==> src/rtl/move_ctrl.sv <==
// ---------------------------------------------------------------------------
// move_ctrl
//
// Conditions the four raw push-buttons for the cursor position block. Each
// button is synchronised and debounced. The debounced vector is reduced to a
// single valid direction. Valid directions produce one-cycle move strobes
// with hold-to-repeat.
//
// Ports:
//   clk                      system clock, all logic on the rising edge
//   reset                    synchronous, active-high reset
//   btn_up/down/left/right   raw asynchronous buttons, active-high
//   up/down/left/right       registered one-cycle move strobes (at most one high)
//   held                     high while a direction is latched (DELAY or REPEAT)
// ---------------------------------------------------------------------------
module move_ctrl #(
    parameter int DEBOUNCE_CYCLES = 1000000,
    parameter int REPEAT_DELAY    = 30000000,
    parameter int REPEAT_RATE     = 2000000
) (
    input  logic clk,
    input  logic reset,
    input  logic btn_up,
    input  logic btn_down,
    input  logic btn_left,
    input  logic btn_right,
    output logic up,
    output logic down,
    output logic left,
    output logic right,
    output logic held
);

    localparam int DB_W    = $clog2(DEBOUNCE_CYCLES + 1);
    localparam int RPT_MAX = (REPEAT_DELAY > REPEAT_RATE) ? REPEAT_DELAY : REPEAT_RATE;
    localparam int RPT_W   = $clog2(RPT_MAX + 1);

    localparam logic [1:0] IDLE   = 2'd0;
    localparam logic [1:0] DELAY  = 2'd1;
    localparam logic [1:0] REPEAT = 2'd2;

    // Bit order throughout is {up, down, left, right}.
    logic [3:0] btn_raw;
    logic [3:0] db_level;

    assign btn_raw = {btn_up, btn_down, btn_left, btn_right};

    // ------------------------------------------------------------------
    // Per-button 2-flop synchroniser and debouncer.
    // ------------------------------------------------------------------
    genvar gi;
    generate
        for (gi = 0; gi < 4; gi++) begin : g_btn
            logic            s1_reg;
            logic            s2_reg;
            logic            stable_reg;
            logic [DB_W-1:0] cnt_reg;

            always_ff @(posedge clk) begin
                if (reset) begin
                    s1_reg     <= 1'b0;
                    s2_reg     <= 1'b0;
                    stable_reg <= 1'b0;
                    cnt_reg    <= '0;
                end else begin
                    s1_reg <= btn_raw[gi];
                    s2_reg <= s1_reg;
                    if (s2_reg == stable_reg) begin
                        cnt_reg <= '0;
                    end else if (cnt_reg == DB_W'(DEBOUNCE_CYCLES - 1)) begin
                        // This sample is the last of the required run of
                        // consecutive differing samples.
                        stable_reg <= s2_reg;
                        cnt_reg    <= '0;
                    end else begin
                        cnt_reg <= cnt_reg + DB_W'(1);
                    end
                end
            end

            assign db_level[gi] = stable_reg;
        end
    endgenerate

    // ------------------------------------------------------------------
    // Direction decode: a direction is valid only if exactly one button is
    // down. Opposing or multiple presses count as no direction.
    // ------------------------------------------------------------------
    logic dir_valid;
    assign dir_valid = (db_level != 4'b0000) && ((db_level & (db_level - 4'd1)) == 4'b0000);

    // ------------------------------------------------------------------
    // Strobe / repeat FSM
    // ------------------------------------------------------------------
    logic [1:0]       state_reg, state_next;
    logic [3:0]       dir_reg, dir_next;
    logic [RPT_W-1:0] rpt_cnt_reg, rpt_cnt_next;
    logic [3:0]       strobe_reg, strobe_next;
    logic [RPT_W-1:0] term_cnt;

    // The repeat counter is shared by both states. Only the terminal count
    // differs.
    assign term_cnt = (state_reg == DELAY) ? RPT_W'(REPEAT_DELAY - 1)
                                           : RPT_W'(REPEAT_RATE - 1);

    always_comb begin
        state_next   = state_reg;
        dir_next     = dir_reg;
        rpt_cnt_next = rpt_cnt_reg;
        strobe_next  = 4'b0000;
        case (state_reg)
            IDLE: begin
                if (dir_valid) begin
                    strobe_next  = db_level;
                    dir_next     = db_level;
                    rpt_cnt_next = '0;
                    state_next   = DELAY;
                end
            end
            DELAY, REPEAT: begin
                if (!dir_valid) begin
                    rpt_cnt_next = '0;
                    state_next   = IDLE;
                end else if (db_level != dir_reg) begin
                    // Direct switch to a new direction restarts the full
                    // initial delay.
                    strobe_next  = db_level;
                    dir_next     = db_level;
                    rpt_cnt_next = '0;
                    state_next   = DELAY;
                end else if (rpt_cnt_reg == term_cnt) begin
                    strobe_next  = dir_reg;
                    rpt_cnt_next = '0;
                    state_next   = REPEAT;
                end else begin
                    rpt_cnt_next = rpt_cnt_reg + RPT_W'(1);
                end
            end
            default: begin
                rpt_cnt_next = '0;
                state_next   = IDLE;
            end
        endcase
    end

    always_ff @(posedge clk) begin
        if (reset) begin
            state_reg   <= IDLE;
            dir_reg     <= 4'b0000;
            rpt_cnt_reg <= '0;
            strobe_reg  <= 4'b0000;
        end else begin
            state_reg   <= state_next;
            dir_reg     <= dir_next;
            rpt_cnt_reg <= rpt_cnt_next;
            strobe_reg  <= strobe_next;
        end
    end

    assign {up, down, left, right} = strobe_reg;
    assign held = (state_reg != IDLE);

endmodule

==> config.mk <==
export PLATFORM = sky130hd
export DESIGN_NAME = move_ctrl
export DESIGN_NICKNAME = d
export VERILOG_FILES = /design/src/rtl/move_ctrl.sv
export SDC_FILE = /design/constraint.sdc
export NUM_CORES = 1
export LEC_CHECK = 0
export BUFFER_PORTS_ARGS = -buffer_cell sky130_fd_sc_hd__buf_2
export CAP_MARGIN = 15
export CORE_UTILIZATION = 25
export DETAILED_ROUTE_END_ITERATION = 16
export PLACE_DENSITY = 0.49
export SYNTH_ARGS = -nofsm -noshare
export SYNTH_HDL_FRONTEND = slang
export SYNTH_SLANG_ARGS = --single-unit
export TNS_END_PERCENT = 30
==> constraint.sdc <==
create_clock -name clk -period 1.96 [get_ports clk]
set_clock_uncertainty 0.1 [all_clocks]
set_input_delay 0.098 -clock clk [delete_from_list [all_inputs] [get_ports clk]]
set_output_delay 0.098 -clock clk [all_outputs]
set_load 0.02 [all_outputs]
==> impl_metrics.py <==
metrics = {
    "outcome": {
        "status": "finished with violations",
        "violations": "setup timing",
    },
    "placement": {
        "gp_routability_congestion": 0.748,
        "place_ws_ns": -0.145,
        "port_buffers": 10,
        "hpwl_um": 7210,
        "dp_cells": 928,
    },
    "routing": {
        "dr_total_vias": 4136,
        "drt_iter0_drc": 170,
        "drc_errors": 0,
        "via_per_inst": 4.26,
        "routed_wl_um": 10800,
        "firstDrtPassIters": 4,
        "ant_nets": 0,
        "avgRoutedWirePerCell_um": 11.2,
    },
    "sta": {
        "rsz0062_at_grt": "true",
        "fin_hold_ws_ns": 0.106,
        "fin_ws_ns": -0.122,
        "period_share_pct": 106,
        "slew_violations": 0,
        "fmax_mhz": 480,
        "hold_viol": 0,
        "min_period_ns": 2.08,
        "slew_headroom_pct": 71.0,
        "worstMarginPinSlew_ns": 0.428,
        "finalSetupViolCount": 31,
    },
    "setup_path": {
        "critPathRequiredTime_ns": 2.17,
        "path_class": "reg -> reg",
        "critical_path_peak_fanout": 7,
        "start_kind": "register",
        "critPathArrivalTime_ns": 2.29,
        "end_kind": "register",
    },
    "grt": {
        "grt_max_degree": 21,
        "grt_pass1_vias": 4002,
        "track_usage_pct": 10.3,
        "antenna_found_initial": 0,
        "grt_overflow": 0,
        "grt_pass1_wl_um": 18300,
    },
    "pwr": {
        "leakage_nw": 2.61,
        "powerDensity_nw_per_um2": 893,
        "ir_drop_mv": 0.590,
        "p_total_w": 0.00632,
    },
    "logic_synthesis": {
        "syn_area_um2": 5500,
        "synth_seq_cells": 127,
        "syn_inst": 611,
        "synth_edf_count": 0,
        "syn_nets": 625,
        "synth.distinct_cells": 43,
        "seq_area_frac_synth_pct": 46.2,
        "syn_area_per_cell_um2": 9.00,
        "ys.flop_type": "dfxtp_1",
        "ys_warn_count": 0,
        "synthArstFlopShare_pct": 0,
    },
    "final_layout": {
        "num-fill-cells": 2217,
        "area_growth_pct": 28.7,
        "layout.cells.non_filler": 970,
        "nNetsFinal": 696,
        "drive_gt1_share_pct": 17.4,
        "largest_reg_flops": 80,
        "utilization_pct": 33.2,
        "insertedDiodeCount": 0,
    },
    "run": {
        "maxCapViolations": 0,
    },
    "floorplanning": {
        "initial_core_util_pct": 25.8,
        "die_w_um": 150,
        "die-area_um2": 22600,
        "rows": 53,
        "die_h_um": 150,
        "coreArea_um2": 21300,
        "ios": 11,
    },
    "cts": {
        "htree_levels": 4,
        "clkSinkCount": 127,
        "numCtsBuffers": 17,
        "clockBufferDepth": 2,
        "post_cts_buffers": 0,
        "cts_tree": "built",
        "cts-root-buf": "clkbuf_16",
        "cts.clk_slew.worst_paths_ns": 0.06,
        "insertion_delay_ns": 0.42,
    },
    "min_path": {
        "hold_class": "in -> reg",
    },
}
[path summary, 6_finish.rpt]
path | slack [ns] | startpoint | cells after the start | to
max | -0.12 | state_reg[1]$_SDFFE_PP0P_ | 9 | rpt_cnt_reg[23]$_SDFFE_PP0P_
min | 0.11 | reset | 3 | state_reg[0]$_SDFFE_PP0P_
max reg2reg | -0.12 | state_reg[1]$_SDFFE_PP0P_ | 9 | rpt_cnt_reg[23]$_SDFFE_PP0P_
min reg2reg | 0.34 | g_btn[3].cnt_reg[0]$_SDFF_PP0_ | 1 | g_btn[3].cnt_reg[0]$_SDFF_PP0_
[cell type report]
cell class | instances | area (µm²) | share of cell area, %
Clock buffer | 18 | 439 | 6.21
Tap cell | 275 | 344 | 4.86
Multi-Input combinational cell | 454 | 2890 | 40.9
Inverter | 10 | 37.5 | 0.531
Clock inverter | 14 | 206 | 2.92
Sequential cell | 127 | 2550 | 36.0
Timing Repair Buffer | 72 | 609 | 8.61
[cells in the mapped netlist, types with 6 or more instances]
cell type / count / area, µm²
nor4b_1: 9 / 78.8
buf_2: 7 / 35.0
nor2_1: 132 / 495
mux2i_1: 9 / 90.1
xnor2_1: 26 / 228
nand2_1: 33 / 124
dfxtp_1: 127 / 2540
nor3_1: 6 / 30.0
nor2b_1: 9 / 56.3
clkbuf_1: 9 / 33.8
xor2_1: 79 / 692
and3_1: 23 / 144
inv_1: 10 / 37.5
and4_1: 10 / 87.6
nand3_1: 48 / 240
ha_1: 8 / 100
nand4_1: 22 / 138
[critical path: stages (launching register included)]
cell and delay, ns:
dfxtp_2 0.32, inv_2 0.07, ha_4 0.13, nand4b_1 0.09, or4_1 0.49, a211oi_2 0.30, o21ai_2 0.12, nand2_4 0.14
clkbuf_16 0.17, nor2_1 0.04
[what timing repair did]
| action | in CTS | in global routing |
|---|---|---|
| hold buffers | 9 | 0 |
| gates cloned | 0 | 1 |
| endpoints found under the setup margin | 31 | 96 |
| endpoints found under the hold margin | 9 | 0 |
| pin swaps | 2 | 3 |
| resized for setup | 0 | 23 |
[logic make-up after synthesis]
kind of cell             share of synthesized area (%)
buffers and inverters                             2.62
adder cells (fa/ha/maj)                           1.82
AND/OR/NAND/NOR                                   29.0
AO/OA/AOI/OAI                                     1.98
multiplexers                                      1.64
flip-flops                                        46.2
XOR/XNOR                                          16.7
[per-stage QoR]
step	setup TNS [ns]	instance area, µm²
2_1_floorplan	0	5500
3_3_place_gp	-1.81	6230
3_5_place_dp	-3.71	6230
4_1_cts	-2.80	6960
5_1_grt	-5.57	7070
6_report	-2.67	7070
[placed cells by master (no fill, tap or decap), types with 3 or more instances in the layout]
cell / count
a22oi_1: 3
and2_1: 5
and3_1: 23
and4_1: 9
buf_12: 4
buf_2: 10
buf_4: 47
bufinv_16: 4
clkbuf_16: 18
clkinv_4: 6
dfxtp_1: 124
dfxtp_2: 3
dlygate4sd3_1: 9
ha_1: 7
inv_1: 9
mux2i_1: 9
nand2_1: 33
nand3_1: 48
nand4_1: 22
nor2_1: 127
nor2_2: 3
nor2b_1: 9
nor3_1: 5
nor4b_1: 7
or3_1: 5
xnor2_1: 26
xor2_1: 78
[report_power, final]
part	switching, W	internal, W
Clock	0.00123	0.00219
Combinational	0.000143	0.000133
Sequential	0.0000150	0.00260
[metal layers]
metal | wire, µm | vias up | global-route usage (%)
met4 | 205 | 0 | 5.15
met5 | 0 | - | 0
li1 | - | 2209 | -
met1 | 5830 | 1885 | 13.4
met2 | 4550 | 26 | 15.5
met3 | 249 | 16 | 2.88
Power figures use the tool's default switching activity.
